<file path="config.mk">
export PLATFORM = sky130hd
export DESIGN_NAME = video_timing
export DESIGN_NICKNAME = d
export VERILOG_FILES = /design/src/rtl/video_timing_pkg.sv /design/src/rtl/video_timing_axis.sv /design/src/rtl/video_timing.sv
export SDC_FILE = /design/constraint.sdc
export NUM_CORES = 1
export LEC_CHECK = 0
export ABC_AREA = 0
export CORE_MARGIN = 2
export CORE_UTILIZATION = 61
export CTS_BUF_LIST = sky130_fd_sc_hd__clkbuf_4 sky130_fd_sc_hd__clkbuf_8
export CTS_CLUSTER_SIZE = 16
export DETAILED_ROUTE_END_ITERATION = 16
export GPL_TIMING_DRIVEN = 0
export PLACE_DENSITY = 0.83
export SLEW_MARGIN = 20
export SYNTH_ARGS = -nofsm -noshare
export SYNTH_HDL_FRONTEND = slang
export SYNTH_SLANG_ARGS = --single-unit
</file>
<file path="constraint.sdc">
create_clock -name clk -period 6.3 [get_ports clk]
set_clock_uncertainty 0.2 [all_clocks]
set_input_delay 1.575 -clock clk [delete_from_list [all_inputs] [get_ports clk]]
set_output_delay 1.575 -clock clk [all_outputs]
set_load 0.01 [all_outputs]
</file>
<file path="src/rtl/video_timing_pkg.sv">
// Shared timing constants and sync polarity encoding for the raster generator.
// Defaults describe 640x480@60 with a 25 MHz pixel clock.
package video_timing_pkg;

   localparam int DEF_H_ACTIVE = 640;
   localparam int DEF_H_FP     = 16;
   localparam int DEF_H_SYNC   = 96;
   localparam int DEF_H_BP     = 48;
   localparam int DEF_V_ACTIVE = 480;
   localparam int DEF_V_FP     = 10;
   localparam int DEF_V_SYNC   = 2;
   localparam int DEF_V_BP     = 33;

   localparam int DEF_H_TOTAL = DEF_H_ACTIVE + DEF_H_FP + DEF_H_SYNC + DEF_H_BP;
   localparam int DEF_V_TOTAL = DEF_V_ACTIVE + DEF_V_FP + DEF_V_SYNC + DEF_V_BP;

   localparam int CNT_W  = 10;
   localparam int DIV_W  = 2;
   localparam int LINE_W = 9;

   typedef enum logic {
      SYNC_ACTIVE_LOW  = 1'b0,
      SYNC_ACTIVE_HIGH = 1'b1
   } sync_pol_e;

   // Drive the active level inside the sync window, the idle level elsewhere.
   function automatic logic sync_level(input logic in_window, input sync_pol_e pol);
      return in_window ? logic'(pol) : ~logic'(pol);
   endfunction

endpackage

</file>
<file path="src/rtl/video_timing_axis.sv">
// One raster axis: wrapping position counter plus next-position window decode.
// The next-state position is exported so the parent can register its outputs in step.
module timing_axis
   import video_timing_pkg::*;
#(
   parameter int TOTAL      = DEF_H_TOTAL,
   parameter int ACTIVE     = DEF_H_ACTIVE,
   parameter int SYNC_START = DEF_H_ACTIVE + DEF_H_FP,
   parameter int SYNC_END   = DEF_H_ACTIVE + DEF_H_FP + DEF_H_SYNC
) (
   input  logic             clk,
   input  logic             rst,
   input  logic             step,
   output logic [CNT_W-1:0] cnt_d,
   output logic             wrap,
   output logic             active_d,
   output logic             sync_d
);

   logic [CNT_W-1:0] cnt_q;

   always_comb begin
      wrap  = step && (cnt_q == CNT_W'(TOTAL - 1));
      cnt_d = cnt_q;
      if (step) begin
         cnt_d = wrap ? '0 : cnt_q + CNT_W'(1);
      end
      active_d = (cnt_d < CNT_W'(ACTIVE));
      sync_d   = (cnt_d >= CNT_W'(SYNC_START)) && (cnt_d < CNT_W'(SYNC_END));
   end

   // Parked on the last position so the first step lands on zero.
   always_ff @(posedge clk) begin
      if (rst) begin
         cnt_q <= CNT_W'(TOTAL - 1);
      end else begin
         cnt_q <= cnt_d;
      end
   end

endmodule

</file>
<file path="src/rtl/video_timing.sv">
// Raster timing generator: composer strobes plus VGA sync / data enable.
// Every output is registered from the next-state counters, so it moves with them.
module video_timing
   import video_timing_pkg::*;
#(
   parameter int H_ACTIVE = DEF_H_ACTIVE,
   parameter int H_FP     = DEF_H_FP,
   parameter int H_SYNC   = DEF_H_SYNC,
   parameter int H_BP     = DEF_H_BP,
   parameter int V_ACTIVE = DEF_V_ACTIVE,
   parameter int V_FP     = DEF_V_FP,
   parameter int V_SYNC   = DEF_V_SYNC,
   parameter int V_BP     = DEF_V_BP,
   parameter int PIX_DIV  = 1,
   parameter int SYNC_POL = 0
) (
   input  logic              clk,
   input  logic              rst,
   input  logic              enable,
   output logic [LINE_W-1:0] display_line_idx,
   output logic              display_start_of_screen,
   output logic              display_start_of_line,
   output logic              display_next_pixel,
   output logic              display_active,
   output logic              vga_hsync,
   output logic              vga_vsync
);

   localparam int H_TOTAL = H_ACTIVE + H_FP + H_SYNC + H_BP;
   localparam int V_TOTAL = V_ACTIVE + V_FP + V_SYNC + V_BP;
   localparam sync_pol_e POL = sync_pol_e'(SYNC_POL[0]);
   localparam logic SYNC_IDLE = ~logic'(POL);

   logic [DIV_W-1:0]  div_cnt_q, div_cnt_d;
   logic              pix_en;
   logic [CNT_W-1:0]  h_cnt_d, v_cnt_d, next_line;
   logic              h_wrap, v_wrap;
   logic              h_active, v_active, h_sync, v_sync;

   logic [LINE_W-1:0] line_idx_q, line_idx_d;
   logic              sos_q, sos_d, sol_q, sol_d, next_pix_q, next_pix_d;
   logic              active_q, active_d, hsync_q, hsync_d, vsync_q, vsync_d;

   always_comb begin
      pix_en    = enable && (div_cnt_q == DIV_W'(PIX_DIV - 1));
      div_cnt_d = div_cnt_q;
      if (enable) begin
         div_cnt_d = pix_en ? '0 : div_cnt_q + DIV_W'(1);
      end
   end

   timing_axis #(
      .TOTAL      (H_TOTAL),
      .ACTIVE     (H_ACTIVE),
      .SYNC_START (H_ACTIVE + H_FP),
      .SYNC_END   (H_ACTIVE + H_FP + H_SYNC)
   ) u_h_axis (
      .clk      (clk),
      .rst      (rst),
      .step     (pix_en),
      .cnt_d    (h_cnt_d),
      .wrap     (h_wrap),
      .active_d (h_active),
      .sync_d   (h_sync)
   );

   timing_axis #(
      .TOTAL      (V_TOTAL),
      .ACTIVE     (V_ACTIVE),
      .SYNC_START (V_ACTIVE + V_FP),
      .SYNC_END   (V_ACTIVE + V_FP + V_SYNC)
   ) u_v_axis (
      .clk      (clk),
      .rst      (rst),
      .step     (h_wrap),
      .cnt_d    (v_cnt_d),
      .wrap     (v_wrap),
      .active_d (v_active),
      .sync_d   (v_sync)
   );

   always_comb begin
      sol_d      = pix_en && (h_cnt_d == '0);
      sos_d      = v_wrap;
      next_pix_d = pix_en && h_active && v_active;
      active_d   = enable && h_active && v_active;
      hsync_d    = sync_level(enable && h_sync, POL);
      vsync_d    = sync_level(enable && v_sync, POL);

      // Renderers run one line ahead: report the line that follows the new one.
      next_line  = (v_cnt_d == CNT_W'(V_TOTAL - 1)) ? '0 : v_cnt_d + CNT_W'(1);
      line_idx_d = line_idx_q;
      if (sol_d) begin
         line_idx_d = (next_line < CNT_W'(V_ACTIVE)) ? next_line[LINE_W-1:0] : '0;
      end
   end

   always_ff @(posedge clk) begin
      if (rst) begin
         div_cnt_q  <= '0;
         line_idx_q <= '0;
         sos_q      <= 1'b0;
         sol_q      <= 1'b0;
         next_pix_q <= 1'b0;
         active_q   <= 1'b0;
         hsync_q    <= SYNC_IDLE;
         vsync_q    <= SYNC_IDLE;
      end else begin
         div_cnt_q  <= div_cnt_d;
         line_idx_q <= line_idx_d;
         sos_q      <= sos_d;
         sol_q      <= sol_d;
         next_pix_q <= next_pix_d;
         active_q   <= active_d;
         hsync_q    <= hsync_d;
         vsync_q    <= vsync_d;
      end
   end

   assign display_line_idx        = line_idx_q;
   assign display_start_of_screen = sos_q;
   assign display_start_of_line   = sol_q;
   assign display_next_pixel      = next_pix_q;
   assign display_active          = active_q;
   assign vga_hsync               = hsync_q;
   assign vga_vsync               = vsync_q;

endmodule

</file>
# Yosys cells after proc, flatten, opt, wreduce, memory -nomap -nowiden
# Index checks and enable logic that the tools add are counted.
dict set report totals {
  ff_bits 37
  input_bits 3
  out_inout_bits 15
  wordCells 47
}
dict set report classes {
  add_sub_neg 4
  n_lt_le_gt_ge 7
  n_eq_ne 3
  muxes 9
  reduce_logical 14
}
# operator count
set op_table {}
lappend op_table {{$mux W10} 5}
lappend op_table {{$add A10 B1 Y10 const B} 3}
lappend op_table {{$eq A10 B10 Y1 const B} 3}
lappend op_table {{$lt A10 B9 Y1 const B} 3}
lappend op_table {{$lt A10 B10 Y1 const B} 2}
lappend op_table {{$logic_and A1 B1 Y1} 12}
lappend op_table {{$ge A10 B10 Y1 const B} 1}
lappend op_table {{$ge A10 B9 Y1 const B} 1}
lappend op_table {{$logic_not A10 Y1} 1}
lappend op_table {{$mux W9} 1}
lappend op_table {{$add A2 B1 Y2 const B} 1}
lappend op_table {{$logic_not A2 Y1} 1}
lappend op_table {{$mux W1} 2}
lappend op_table {{$mux W2} 1}

# Longest topological paths before layout
# Gate-level depths: netlist of the first run.
dict set report logic_depth {
  depth_word 10
  depth_mapped 15
  ltp_nobuf 14
}

# Cells and area by module
# From an unflattened synthesis of the first run, not the netlist that was laid out.
dict set report hier_totals {
  hier_cells 262
  hier_area_um2 2219.6
}
# module n_inst cells_per_inst area_each_um2 seq_area_each_um2
set by_module_without_submodules {}
lappend by_module_without_submodules {video_timing 1 110 924.6 340.3}
lappend by_module_without_submodules {{timing_axis at u_v_axis} 1 78 684.4 200.2}
lappend by_module_without_submodules {{timing_axis at u_h_axis} 1 74 610.6 200.2}

# Least setup slack after synthesis of the first run
# OpenSTA, ideal clock, no wires.
dict set report synth_path {
  kind {input-to-reg}
  from {in enable}
  to {reg line_idx_q[4] (netlist: display_line_idx[4])}
  arrival_time_ns 4.189
  required_time_ns 5.965
  path_slack_ns 1.776
  stages 14
  path_buffers 3
  cell_sequence {buf_2 > nand3_1 > or4_4 > buf_6 > buf_6 > nor3_1 > a21oi_1 > inv_1 > ha_1 > o211ai_1 > nor3_1 > xor2_1 > a311oi_4 > o31ai_1}
}
dict set report synth_via {
  elab_chain_cells 9
  elab_cells_between_ends 14
  cone_classes {add/sub: 1; order compare: 1; eq/ne: 1; mux: 6; reduce/logical: 5}
}
# element line
set synth_rtl {}
lappend synth_rtl {{start, declared} video_timing.sv:19} ;# input logic enable,
lappend synth_rtl {{$logic_and A1 B1 Y1 (*)} video_timing.sv:45} ;# pix_en = enable && (div_cnt_q == DIV_W'(PIX_DIV - 1));
lappend synth_rtl {{$logic_and A1 B1 Y1 (*)} video_timing_axis.sv:23} ;# wrap = step && (cnt_q == CNT_W'(TOTAL - 1));
lappend synth_rtl {{$logic_and A1 B1 Y1} video_timing_axis.sv:23}
lappend synth_rtl {{$mux W10} video_timing_axis.sv:26} ;# cnt_d = wrap ? '0 : cnt_q + CNT_W'(1);
lappend synth_rtl {{$mux W10 (*)} video_timing_axis.sv:25} ;# if (step) begin
lappend synth_rtl {{named net u_v_axis.cnt_d[0]} video_timing_axis.sv:14} ;# output logic [CNT_W-1:0] cnt_d,
lappend synth_rtl {{$add A10 B1 Y10 / $eq A10 B10 Y1 (equally long branches)} video_timing.sv:91} ;# next_line = (v_cnt_d == CNT_W'(V_TOTAL - 1)) ? '0 : v_cnt_d + CNT_W'(1);
lappend synth_rtl {{$mux W10 (*)} video_timing.sv:91}
lappend synth_rtl {{$lt A10 B9 Y1} video_timing.sv:94} ;# line_idx_d = (next_line < CNT_W'(V_ACTIVE)) ? next_line[LINE_W-1:0] : '0;
lappend synth_rtl {{$mux W9 (*)} video_timing.sv:94}
lappend synth_rtl {{end signal, assigned} video_timing.sv:110} ;# line_idx_q <= line_idx_d;
lappend synth_rtl {{end, declared} video_timing.sv:40} ;# logic [LINE_W-1:0] line_idx_q, line_idx_d;
# The timed path passes the listed nets; every way through them passes the cells marked *.
# A chain may end at the register's enable or synchronous reset.

# Worst setup path after layout of the first run
dict set report layout_path {
  from {in enable}
  to {reg line_idx_q[7] (netlist: display_line_idx[7])}
}
# The elaborated chain is that of the path after synthesis.

==> impl_metrics.env, run 1 <==
export IMPL_status="finished clean"
export IMPL_maxCapViolCount=0
export IMPL_clkPwrFrac_pct=32.7
export IMPL_critPathLaunchType="input pin"
export IMPL_final_cell_mix="dfxtp_1 (37), nand2_1 (32), nor2_1 (25)"
export IMPL_preCtsSetupSlack_ns=1.31
export IMPL_p_sw_mw=0.220
export IMPL_postSynthCellCount=287
export IMPL_slew_headroom_pct=59.2
export IMPL_tritoncts="done"
export IMPL_irDropWorstVdd_uv=174
export IMPL_io_pins=18
export IMPL_netlist_area_mm2=0.00232
export IMPL_combPwrFrac_pct=28.7
export IMPL_synth_warnings=0
export IMPL_p_seq_share_pct=38.6
export IMPL_cts_hold_buf=0
export IMPL_setup_violations=0
export IMPL_drt_vias_per_instance=6.01
export IMPL_cts_max_level=2
export IMPL_fin_crit_ns=4.73
export IMPL_yosys_area_top_type="dfxtp_1"
export IMPL_grt_max_degree=13
export IMPL_finalPower_mw=0.667
export IMPL_min_path_cells=2
export IMPL_cts_resized=0
export IMPL_grt_util_all_layers_pct=26.9
export IMPL_place_hpwl_mm=3.97
export IMPL_die_h_um=65.7
export IMPL_numCtsBuffers=5
export IMPL_synth_seq_cells=37
export IMPL_drc=0
export IMPL_routed_wl_mm=5.34
export IMPL_synth_cell_types=57
export IMPL_numPortBuffers=15
export IMPL_synth_edf_count=0
export IMPL_async_flop_share_pct=0
export IMPL_netlist_top_cells_area="dfxtp_1 (32%), nand2_1 (5.2%), xnor2_1 (4.2%)"
export IMPL_switching_share_pct=33.0
export IMPL_gp_congestion=0.901
export IMPL_grt_overflow_total=0
export IMPL_wl_per_cell_um=14.9
export IMPL_clock_latency_ns=0.29
export IMPL_r2r_setup_slack_ns=2.18
export IMPL_ff2ff_path_depth=15
export IMPL_endpoint_kind="register"
export IMPL_diodes=0
export IMPL_p_leak_nw=0.983
export IMPL_core_mm2=0.00366
export IMPL_yosysSeqAreaShare_pct=31.9
export IMPL_drtPass1Iterations=4
export IMPL_cts_sinks=37
export IMPL_holdPathEnd="display_line_idx[6]$_SDFFE_PP0P_"
export IMPL_worstPathRequired_ns=6.27
export IMPL_hp_start="display_line_idx[6]$_SDFFE_PP0P_"
export IMPL_postCtsSetupBuffers=0
export IMPL_power_density_mw_per_mm2=252
export IMPL_nNetsFinal=318
export IMPL_cell_internal_pwr_mw=0.447
export IMPL_clockRootBuffer="clkbuf_8"
export IMPL_hold_viol=0
export IMPL_r2r_end="display_line_idx[7]$_SDFFE_PP0P_"
export IMPL_critPathMaxFanout=10
export IMPL_slowest_delay_ns=0.51
export IMPL_synth_flop_cell="dfxtp_1"
export IMPL_tns_ns=0
export IMPL_rows=22
export IMPL_antenna_found_initial=0
export IMPL_path_cells="buf_2 > nand3_1 > or4_4 > buf_6 > buf_6 > nor3_1 > a21oi_1 > inv_1 > ha_1 > o211ai_1 > nor3_1 > xor2_1 > a311oi_4 > o31ai_1"
export IMPL_synth_top_cell_area_share_pct=31.9
export IMPL_layout_commonest_cell="dfxtp_1"
export IMPL_syn2layout_area_growth_pct=14.2
export IMPL_die_x_um=65.7
export IMPL_rsz0062_at_grt="false"
export IMPL_fillers=322
export IMPL_cp_slowest_cell="or4_4"
export IMPL_worstMarginPinSlew_ns=0.612
export IMPL_rr_startpoint="u_v_axis.cnt_q[0]$_SDFF_PP0_"
export IMPL_finalWorstSetupSlack_ns=1.57
export IMPL_critPathKind="input pin to register"
export IMPL_start_util_pct=63.4
export IMPL_critPathArrivalTime_ns=4.70
export IMPL_synth_area_per_cell_um2=8.08
export IMPL_grt_pass1_wl_mm=9.02
export IMPL_cts_clk_slew_worst_paths_ns=0.08
export IMPL_drt_iter0_markers=202
export IMPL_drive_gt1_share_pct=9.35
export IMPL_slew_violations=0
export IMPL_hp_class="register to register"
export IMPL_grt_pass1_vias=1928
export IMPL_ant_nets=0
export IMPL_cts_buffer_depth=2
export IMPL_fmax_mhz=211
export IMPL_die_area_mm2=0.00431
export IMPL_via_count=2152
export IMPL_synth_fp_nets=296
export IMPL_post_route_period_util_pct=75.1
==> worst max path at each step <==
stage           start                          endpoint  slack [ns]  cells after the start
6_report       enable  display_line_idx[7]$_SDFFE_PP0P_        1.57                     14
5_1_grt        enable  display_line_idx[3]$_SDFFE_PP0P_        1.36                     14
4_1_cts        enable  display_line_idx[7]$_SDFFE_PP0P_        1.62                     14
3_5_place_dp   enable  display_line_idx[7]$_SDFFE_PP0P_        1.31                     14
3_3_place_gp   enable  display_line_idx[4]$_SDFFE_PP0P_        1.34                     13
2_1_floorplan  enable  display_line_idx[4]$_SDFFE_PP0P_        1.78                     14
==> cell families after synthesis <==
group | after synthesis | share of synthesized area (%)
simple gates | 131 | 30.7
flops | 37 | 31.9
xor+xnor | 16 | 6.04
compound gates | 64 | 20.8
buf+inv | 31 | 6.36
mux | 2 | 0.863
fa+ha+maj | 6 | 3.24
==> metal layers <==
layer  vias up  share of wire (%)  track usage [%]
met3         6                4.4             4.62
met2        48                 51             46.2
met1      1012                 44             34.9
li1       1086                  -                -
met5         -                  0                0
met4         0               0.86             6.51
==> state kept, by name (all words and copies together), names as in the netlist <==
signal and count:
u_h_axis.cnt_q 10, u_v_axis.cnt_q 10, display_line_idx 9, div_cnt_q 2, display_active 1, display_next_pixel 1
display_start_of_line 1, display_start_of_screen 1, vga_hsync 1, vga_vsync 1
==> cell type report <==
cell class / instances / area [um^2] / area share, %
plain buffers: 17 / 95.1 / 3.59
clock buffers: 6 / 82.6 / 3.12
clock inverters: 2 / 37.5 / 1.42
inverters: 14 / 52.6 / 1.98
multi-input cells: 219 / 1430 / 54.0
flip-flops and latches: 37 / 741 / 28.0
well taps: 48 / 60.1 / 2.27
repair buffers: 15 / 150 / 5.67
==> power by group through the flow <==
stage / clock network [mW] / registers [mW] / logic, mW
floorplan: 0 / 0.261 / 0.149
global placement: 0 / 0.262 / 0.184
detailed placement: 0 / 0.263 / 0.186
CTS: 0.221 / 0.257 / 0.188
global route: 0.232 / 0.259 / 0.212
finish: 0.218 / 0.257 / 0.191
==> synthesized netlist by cell type, types with 3 or more instances <==
cell type	instances
nor2_1	25
o21ai_1	8
nor4_1	5
nand3b_1	4
o31ai_1	6
and2_1	4
clkbuf_1	7
buf_6	3
nand4_1	6
nand2b_1	6
o21ai_0	9
xor2_1	5
a21oi_1	10
xnor2_1	11
inv_1	13
and3_1	3
dfxtp_1	37
o211ai_1	3
ha_1	6
buf_2	4
nand2_1	32
nor3_1	16
nand3_1	14
a31oi_1	4
==> stage by stage <==
stage          util (%)  std cells  instance area (um^2)  hold slack [ns]
2_1_floorplan         -        287                  2320            0.260
3_3_place_gp       69.1        350                  2530            0.233
3_5_place_dp       69.1        350                  2530            0.241
4_1_cts            72.4        358                  2650            0.252
5_1_grt            72.4        358                  2650            0.281
6_report           72.4        358                  2650            0.249
==> critical path: cells and delay by family <==
family	cells	cell delay, ns
buffers and inverters	4	0.53
adders and majority gates	1	0.23
xor gates and xnor gates	1	0.15
AOI/OAI and AO/OA	4	0.98
and+or+nand+nor	4	1.24
No activity file was read; power rests on OpenSTA's default activity.
==> inputs of run 2 (changes only) <==
--- a/config.mk
+++ b/config.mk
@@ -7,12 +7,12 @@
 export LEC_CHECK = 0
 export ABC_AREA = 0
 export CORE_MARGIN = 2
-export CORE_UTILIZATION = 61
+export CORE_UTILIZATION = 60
 export CTS_BUF_LIST = sky130_fd_sc_hd__clkbuf_4 sky130_fd_sc_hd__clkbuf_8
 export CTS_CLUSTER_SIZE = 16
 export DETAILED_ROUTE_END_ITERATION = 16
 export GPL_TIMING_DRIVEN = 0
-export PLACE_DENSITY = 0.83
+export PLACE_DENSITY = 0.82
 export SLEW_MARGIN = 20
 export SYNTH_ARGS = -nofsm -noshare
 export SYNTH_HDL_FRONTEND = slang
==> constraint.sdc (replaced) <==
create_clock -name clk -period 4.5 [get_ports clk]
set_clock_uncertainty 0.2 [all_clocks]
set_input_delay 1.125 -clock clk [delete_from_list [all_inputs] [get_ports clk]]
set_output_delay 1.125 -clock clk [all_outputs]
set_load 0.01 [all_outputs]
==> run 2 against run 1 <==
  * Power rose by 40%
  * Combinational power rose by 42%
  * Utilization fell by 0.27 points
  * Critical path depth rose by 1
  * Critical path type unchanged
  * Highest routed layer unchanged
==> impl_metrics.env, run 2 (same netlist as run 1, synthesis figures left out) <==
export IMPL_ant_nets=0
export IMPL_clockRootBuffer="clkbuf_8"
export IMPL_start_util_pct=62.9
export IMPL_cell_internal_pwr_mw=0.612
export IMPL_layout_commonest_cell="dfxtp_1"
export IMPL_critPathKind="input pin to register"
export IMPL_r2r_end="display_line_idx[7]$_SDFFE_PP0P_"
export IMPL_hp_class="register to register"
export IMPL_antenna_found_initial=0
export IMPL_drive_gt1_share_pct=9.94
export IMPL_setup_violations=0
export IMPL_rsz0062_at_grt="false"
export IMPL_post_route_period_util_pct=93.3
export IMPL_ff2ff_path_depth=16
export IMPL_io_pins=18
export IMPL_maxCapViolCount=0
export IMPL_diodes=0
export IMPL_hold_viol=0
export IMPL_routed_wl_mm=5.67
export IMPL_p_seq_share_pct=38.7
export IMPL_p_leak_nw=0.991
export IMPL_multi_input_area_mm2=0.00143
export IMPL_p_sw_mw=0.320
export IMPL_critPathArrivalTime_ns=4.21
export IMPL_drt_iter0_markers=226
export IMPL_slew_violations=0
export IMPL_tns_ns=0
export IMPL_grt_max_degree=14
export IMPL_die_h_um=66.2
export IMPL_cts_hold_buf=0
export IMPL_stdcell_area_mm2=0.00266
export IMPL_critPathLaunchType="input pin"
export IMPL_numCtsBuffers=5
export IMPL_switching_share_pct=34.3
export IMPL_r2r_setup_slack_ns=0.47
export IMPL_fmax_mhz=238
export IMPL_status="finished clean"
export IMPL_clkPwrFrac_pct=32.1
export IMPL_cts_buffer_depth=2
export IMPL_endpoint_kind="register"
export IMPL_irDropWorstVdd_uv=295
export IMPL_die_area_mm2=0.00438
export IMPL_setup_worst_path_start="enable"
export IMPL_final_cell_mix="dfxtp_1 (37), nand2_1 (32), nor2_1 (25)"
export IMPL_die_x_um=66.2
export IMPL_critPathCapture="display_line_idx[7]$_SDFFE_PP0P_"
export IMPL_syn2layout_area_growth_pct=14.7
export IMPL_drtPass1Iterations=4
export IMPL_tritoncts="done"
export IMPL_power_density_mw_per_mm2=350
export IMPL_cts_sinks=37
export IMPL_drc=0
export IMPL_numPortBuffers=15
export IMPL_drt_vias_per_instance=6.07
export IMPL_postCtsSetupBuffers=0
export IMPL_regArea_um2=741
export IMPL_via_count=2184
export IMPL_fillers=306
export IMPL_critPathMaxFanout=10
export IMPL_slew_headroom_pct=57.7
export IMPL_cts_max_level=2
export IMPL_gp_congestion=0.906
export IMPL_fin_crit_ns=4.20
export IMPL_cts_resized=0
export IMPL_rows=22
export IMPL_grt_overflow_total=0
export IMPL_grt_util_all_layers_pct=28.2
export IMPL_place_hpwl_mm=3.96
export IMPL_grt_pass1_vias=1945
export IMPL_worstPathRequired_ns=4.51
export IMPL_rr_startpoint="u_v_axis.cnt_q[0]$_SDFF_PP0_"
export IMPL_placed_area_mm2=0.00253
export IMPL_clock_latency_ns=0.29
export IMPL_nNetsFinal=320
export IMPL_combPwrFrac_pct=29.2
export IMPL_grt_pass1_wl_mm=9.29
export IMPL_worstMarginPinSlew_ns=0.629
export IMPL_wl_per_cell_um=15.8
export IMPL_cts_clk_slew_worst_paths_ns=0.08
export IMPL_core_mm2=0.00369
[run 2: cell count changes in the layout (fill, tap and decap cells not counted)]
cell	previous run	this run
buf_4	1	3
clkinv_4	0	1
clkbuf_8	6	5
[run 2: worst min-delay path by stage]
stage	start	endpoint	slack (ns)	depth (start not counted)
2_1_floorplan	div_cnt_q[1]$_SDFFE_PP0P_	div_cnt_q[1]$_SDFFE_PP0P_	0.26	2
3_3_place_gp	display_line_idx[7]$_SDFFE_PP0P_	display_line_idx[7]$_SDFFE_PP0P_	0.23	2
3_5_place_dp	display_line_idx[2]$_SDFFE_PP0P_	display_line_idx[2]$_SDFFE_PP0P_	0.24	2
4_1_cts	display_line_idx[0]$_SDFFE_PP0P_	display_line_idx[0]$_SDFFE_PP0P_	0.25	2
5_1_grt	display_line_idx[3]$_SDFFE_PP0P_	display_line_idx[3]$_SDFFE_PP0P_	0.27	2
6_report	display_line_idx[3]$_SDFFE_PP0P_	display_line_idx[3]$_SDFFE_PP0P_	0.25	2
[run 2: power by group through the flow]
| stage | clock, mW | sequential (mW) | combinational (mW) |
|---|---|---|---|
| after floorplan | 0 | 0.365 | 0.209 |
| after global routing | 0.317 | 0.363 | 0.299 |
| final | 0.299 | 0.361 | 0.272 |
| after global placement | 0 | 0.367 | 0.259 |
| after CTS | 0.302 | 0.360 | 0.268 |
| after detailed placement | 0 | 0.368 | 0.263 |
[run 2: critical path, cell delays in order]
cell and delay (ns):
buf_2 0.14, nand3_1 0.30, or4_4 0.51, buf_6 0.15
buf_6 0.13, nor3_1 0.16, a21oi_1 0.12, inv_1 0.09
ha_1 0.23, o211ai_1 0.21, nor3_1 0.26, xor2_1 0.27
a311oi_4 0.06, buf_4 0.18, o31ai_1 0.24
[run 2: layout make-up]
class / instances / share of cell area, %
Inverter: 14 / 1.98
Multi-Input combinational cell: 219 / 53.8
Clock inverter: 3 / 1.74
Buffer: 17 / 3.57
Tap cell: 48 / 2.26
Clock buffer: 5 / 2.59
Sequential cell: 37 / 27.8
Timing Repair Buffer: 17 / 6.21
[run 2: layer usage]
metal	track usage, %	vias up	wire length, um
li1	-	1092	-
met1	35.4	1012	2420
met2	46.6	62	2840
met3	4.94	18	232
met4	13.5	0	177
met5	0	-	0
[run 2: through the flow]
stage               cells  setup WS [ns]  hold slack, ns  utilization, %  total power [mW]
global route          360         0.0198           0.271            72.1             0.979
global placement      350        -0.0287           0.234            68.6             0.626
detailed placement    350        -0.0675           0.239            68.6             0.631
finish                360          0.300           0.253            72.1             0.932
CTS                   358          0.185           0.254            71.7             0.930
floorplan             287          0.426           0.260               -             0.574
==> inputs of run 3 (changes only) <==
--- a/config.mk
+++ b/config.mk
@@ -7,13 +7,14 @@
 export LEC_CHECK = 0
 export ABC_AREA = 0
 export CORE_MARGIN = 2
-export CORE_UTILIZATION = 60
-export CTS_BUF_LIST = sky130_fd_sc_hd__clkbuf_4 sky130_fd_sc_hd__clkbuf_8
+export CORE_UTILIZATION = 58
+export CTS_BUF_LIST = sky130_fd_sc_hd__clkbuf_8 sky130_fd_sc_hd__clkbuf_16
 export CTS_CLUSTER_SIZE = 16
 export DETAILED_ROUTE_END_ITERATION = 16
 export GPL_TIMING_DRIVEN = 0
-export PLACE_DENSITY = 0.82
+export PLACE_DENSITY = 0.79
 export SLEW_MARGIN = 20
 export SYNTH_ARGS = -nofsm -noshare
 export SYNTH_HDL_FRONTEND = slang
 export SYNTH_SLANG_ARGS = --single-unit
+export TNS_END_PERCENT = 10
==> run 3 against run 2 <==
  * Sequential power about the same
  * Die area increased by 3.2%
  * First-iteration DRC count decreased by 19%
  * Hold slack got worse by 0.0054 ns
  * Critical endpoint unchanged
==> impl_metrics.env, run 3 (same netlist as run 1, synthesis figures left out) <==
export IMPL_status="finished clean"
export IMPL_preCtsSetupSlack_ns=-0.0501
export IMPL_irDropWorstVdd_uv=230
export IMPL_stdcell_area_mm2=0.00265
export IMPL_cts_sinks=37
export IMPL_min_path_cells=2
export IMPL_final_cell_mix="dfxtp_1 (37), nand2_1 (32), nor2_1 (25)"
export IMPL_fillers=304
export IMPL_layout_commonest_cell="dfxtp_1"
export IMPL_clock_latency_ns=0.30
export IMPL_cts_buffer_depth=2
export IMPL_critPathKind="input pin to register"
export IMPL_placed_area_mm2=0.00253
export IMPL_postCtsSetupBuffers=0
export IMPL_slew_headroom_pct=57.6
export IMPL_routed_wl_mm=5.35
export IMPL_p_leak_nw=0.983
export IMPL_drt_vias_per_instance=5.88
export IMPL_tritoncts="done"
export IMPL_drc=0
export IMPL_nNetsFinal=318
export IMPL_grt_overflow_total=0
export IMPL_r2r_end="display_line_idx[7]$_SDFFE_PP0P_"
export IMPL_tns_ns=0
export IMPL_core_mm2=0.00374
export IMPL_grt_max_degree=13
export IMPL_clockRootBuffer="clkbuf_8"
export IMPL_placed_cells=350
export IMPL_grt_util_all_layers_pct=25.4
export IMPL_critPathLaunchType="input pin"
export IMPL_die_h_um=67.2
export IMPL_slew_violations=0
export IMPL_fin_cells=358
export IMPL_slowest_delay_ns=0.51
export IMPL_finalWorstSetupSlack_ns=0.298
export IMPL_hp_class="register to register"
export IMPL_fin_crit_ns=4.20
export IMPL_syn2layout_area_growth_pct=14.2
export IMPL_die_area_mm2=0.00452
export IMPL_cts_clk_slew_worst_paths_ns=0.08
export IMPL_drtPass1Iterations=5
export IMPL_cp_slowest_cell="or4_4"
export IMPL_cts_hold_buf=0
export IMPL_fmax_mhz=238
export IMPL_drt_iter0_markers=182
export IMPL_endpoint_kind="register"
export IMPL_numPortBuffers=15
export IMPL_numCtsBuffers=5
export IMPL_maxCapViolCount=0
export IMPL_drive_gt1_share_pct=9.35
export IMPL_cts_resized=0
export IMPL_critPathArrivalTime_ns=4.17
export IMPL_hold_viol=0
export IMPL_wl_per_cell_um=14.9
export IMPL_antenna_found_initial=0
export IMPL_ff2ff_path_depth=15
export IMPL_place_hpwl_mm=3.91
export IMPL_rows=22
export IMPL_hp_start="display_line_idx[3]$_SDFFE_PP0P_"
export IMPL_gp_congestion=0.905
export IMPL_holdPathEnd="display_line_idx[3]$_SDFFE_PP0P_"
export IMPL_die_x_um=67.2
export IMPL_rsz0062_at_grt="false"
export IMPL_setup_violations=0
export IMPL_r2r_setup_slack_ns=0.44
export IMPL_post_route_period_util_pct=93.4
export IMPL_via_count=2104
export IMPL_io_pins=18
export IMPL_grt_pass1_vias=1901
export IMPL_path_cells="buf_2 > nand3_1 > or4_4 > buf_6 > buf_6 > nor3_1 > a21oi_1 > inv_1 > ha_1 > o211ai_1 > nor3_1 > xor2_1 > a311oi_4 > o31ai_1"
export IMPL_rr_startpoint="u_v_axis.cnt_q[0]$_SDFF_PP0_"
export IMPL_finalPower_mw=0.936
export IMPL_power_density_mw_per_mm2=353
export IMPL_worstMarginPinSlew_ns=0.635
export IMPL_worstPathRequired_ns=4.47
export IMPL_diodes=0
export IMPL_ant_nets=0
export IMPL_cts_max_level=2
export IMPL_grt_pass1_wl_mm=8.64
export IMPL_critPathMaxFanout=10
export IMPL_start_util_pct=62.0
run 3: power by group:
part           internal [mW]  switching (mW)
sequential             0.346          0.0145
combinational          0.100           0.169
clock                  0.180           0.126
total                  0.626           0.309
run 3: worst max path at each step:
stage	end	from	cells after the start
finish	display_line_idx[7]$_SDFFE_PP0P_	enable	14
global route	display_line_idx[4]$_SDFFE_PP0P_	enable	14
CTS	display_line_idx[7]$_SDFFE_PP0P_	enable	14
detailed placement	display_line_idx[7]$_SDFFE_PP0P_	enable	14
global placement	display_line_idx[5]$_SDFFE_PP0P_	enable	13
floorplan	display_line_idx[4]$_SDFFE_PP0P_	enable	14
run 3: worst max-delay path, delay by kind of cell:
family                   cells  cell delay (ns)
XOR/XNOR                     1             0.14
buffers and inverters        4             0.52
adder cells (fa/ha/maj)      1             0.23
AO/OA/AOI/OAI                4             0.91
AND/OR/NAND/NOR              4             1.22
run 3: area by class of cell:
| cell class | count | area [um^2] | area share [%] |
|---|---|---|---|
| Tap cell | 48 | 60.1 | 2.27 |
| Buffer | 17 | 95.1 | 3.59 |
| Timing Repair Buffer | 15 | 150 | 5.67 |
| Clock inverter | 2 | 37.5 | 1.42 |
| Multi-Input combinational cell | 219 | 1430 | 54.0 |
| Sequential cell | 37 | 741 | 28.0 |
| Clock buffer | 6 | 82.6 | 3.12 |
| Inverter | 14 | 52.6 | 1.98 |
run 3: stage by stage:
stage | hold WS (ns) | utilization [%]
floorplan | 0.260 | -
detailed placement | 0.240 | 67.6
global route | 0.273 | 70.8
CTS | 0.251 | 70.8
global placement | 0.233 | 67.6
finish | 0.248 | 70.8
run 3: routing by layer:
layer / vias to the layer above / part of all wire (%) / GRT usage, %
met5: - / 0 / 0
met4: 0 / 2.8 / 10.2
met3: 16 / 2.7 / 6.00
met2: 37 / 48 / 42.9
met1: 967 / 47 / 31.0
li1: 1084 / - / -
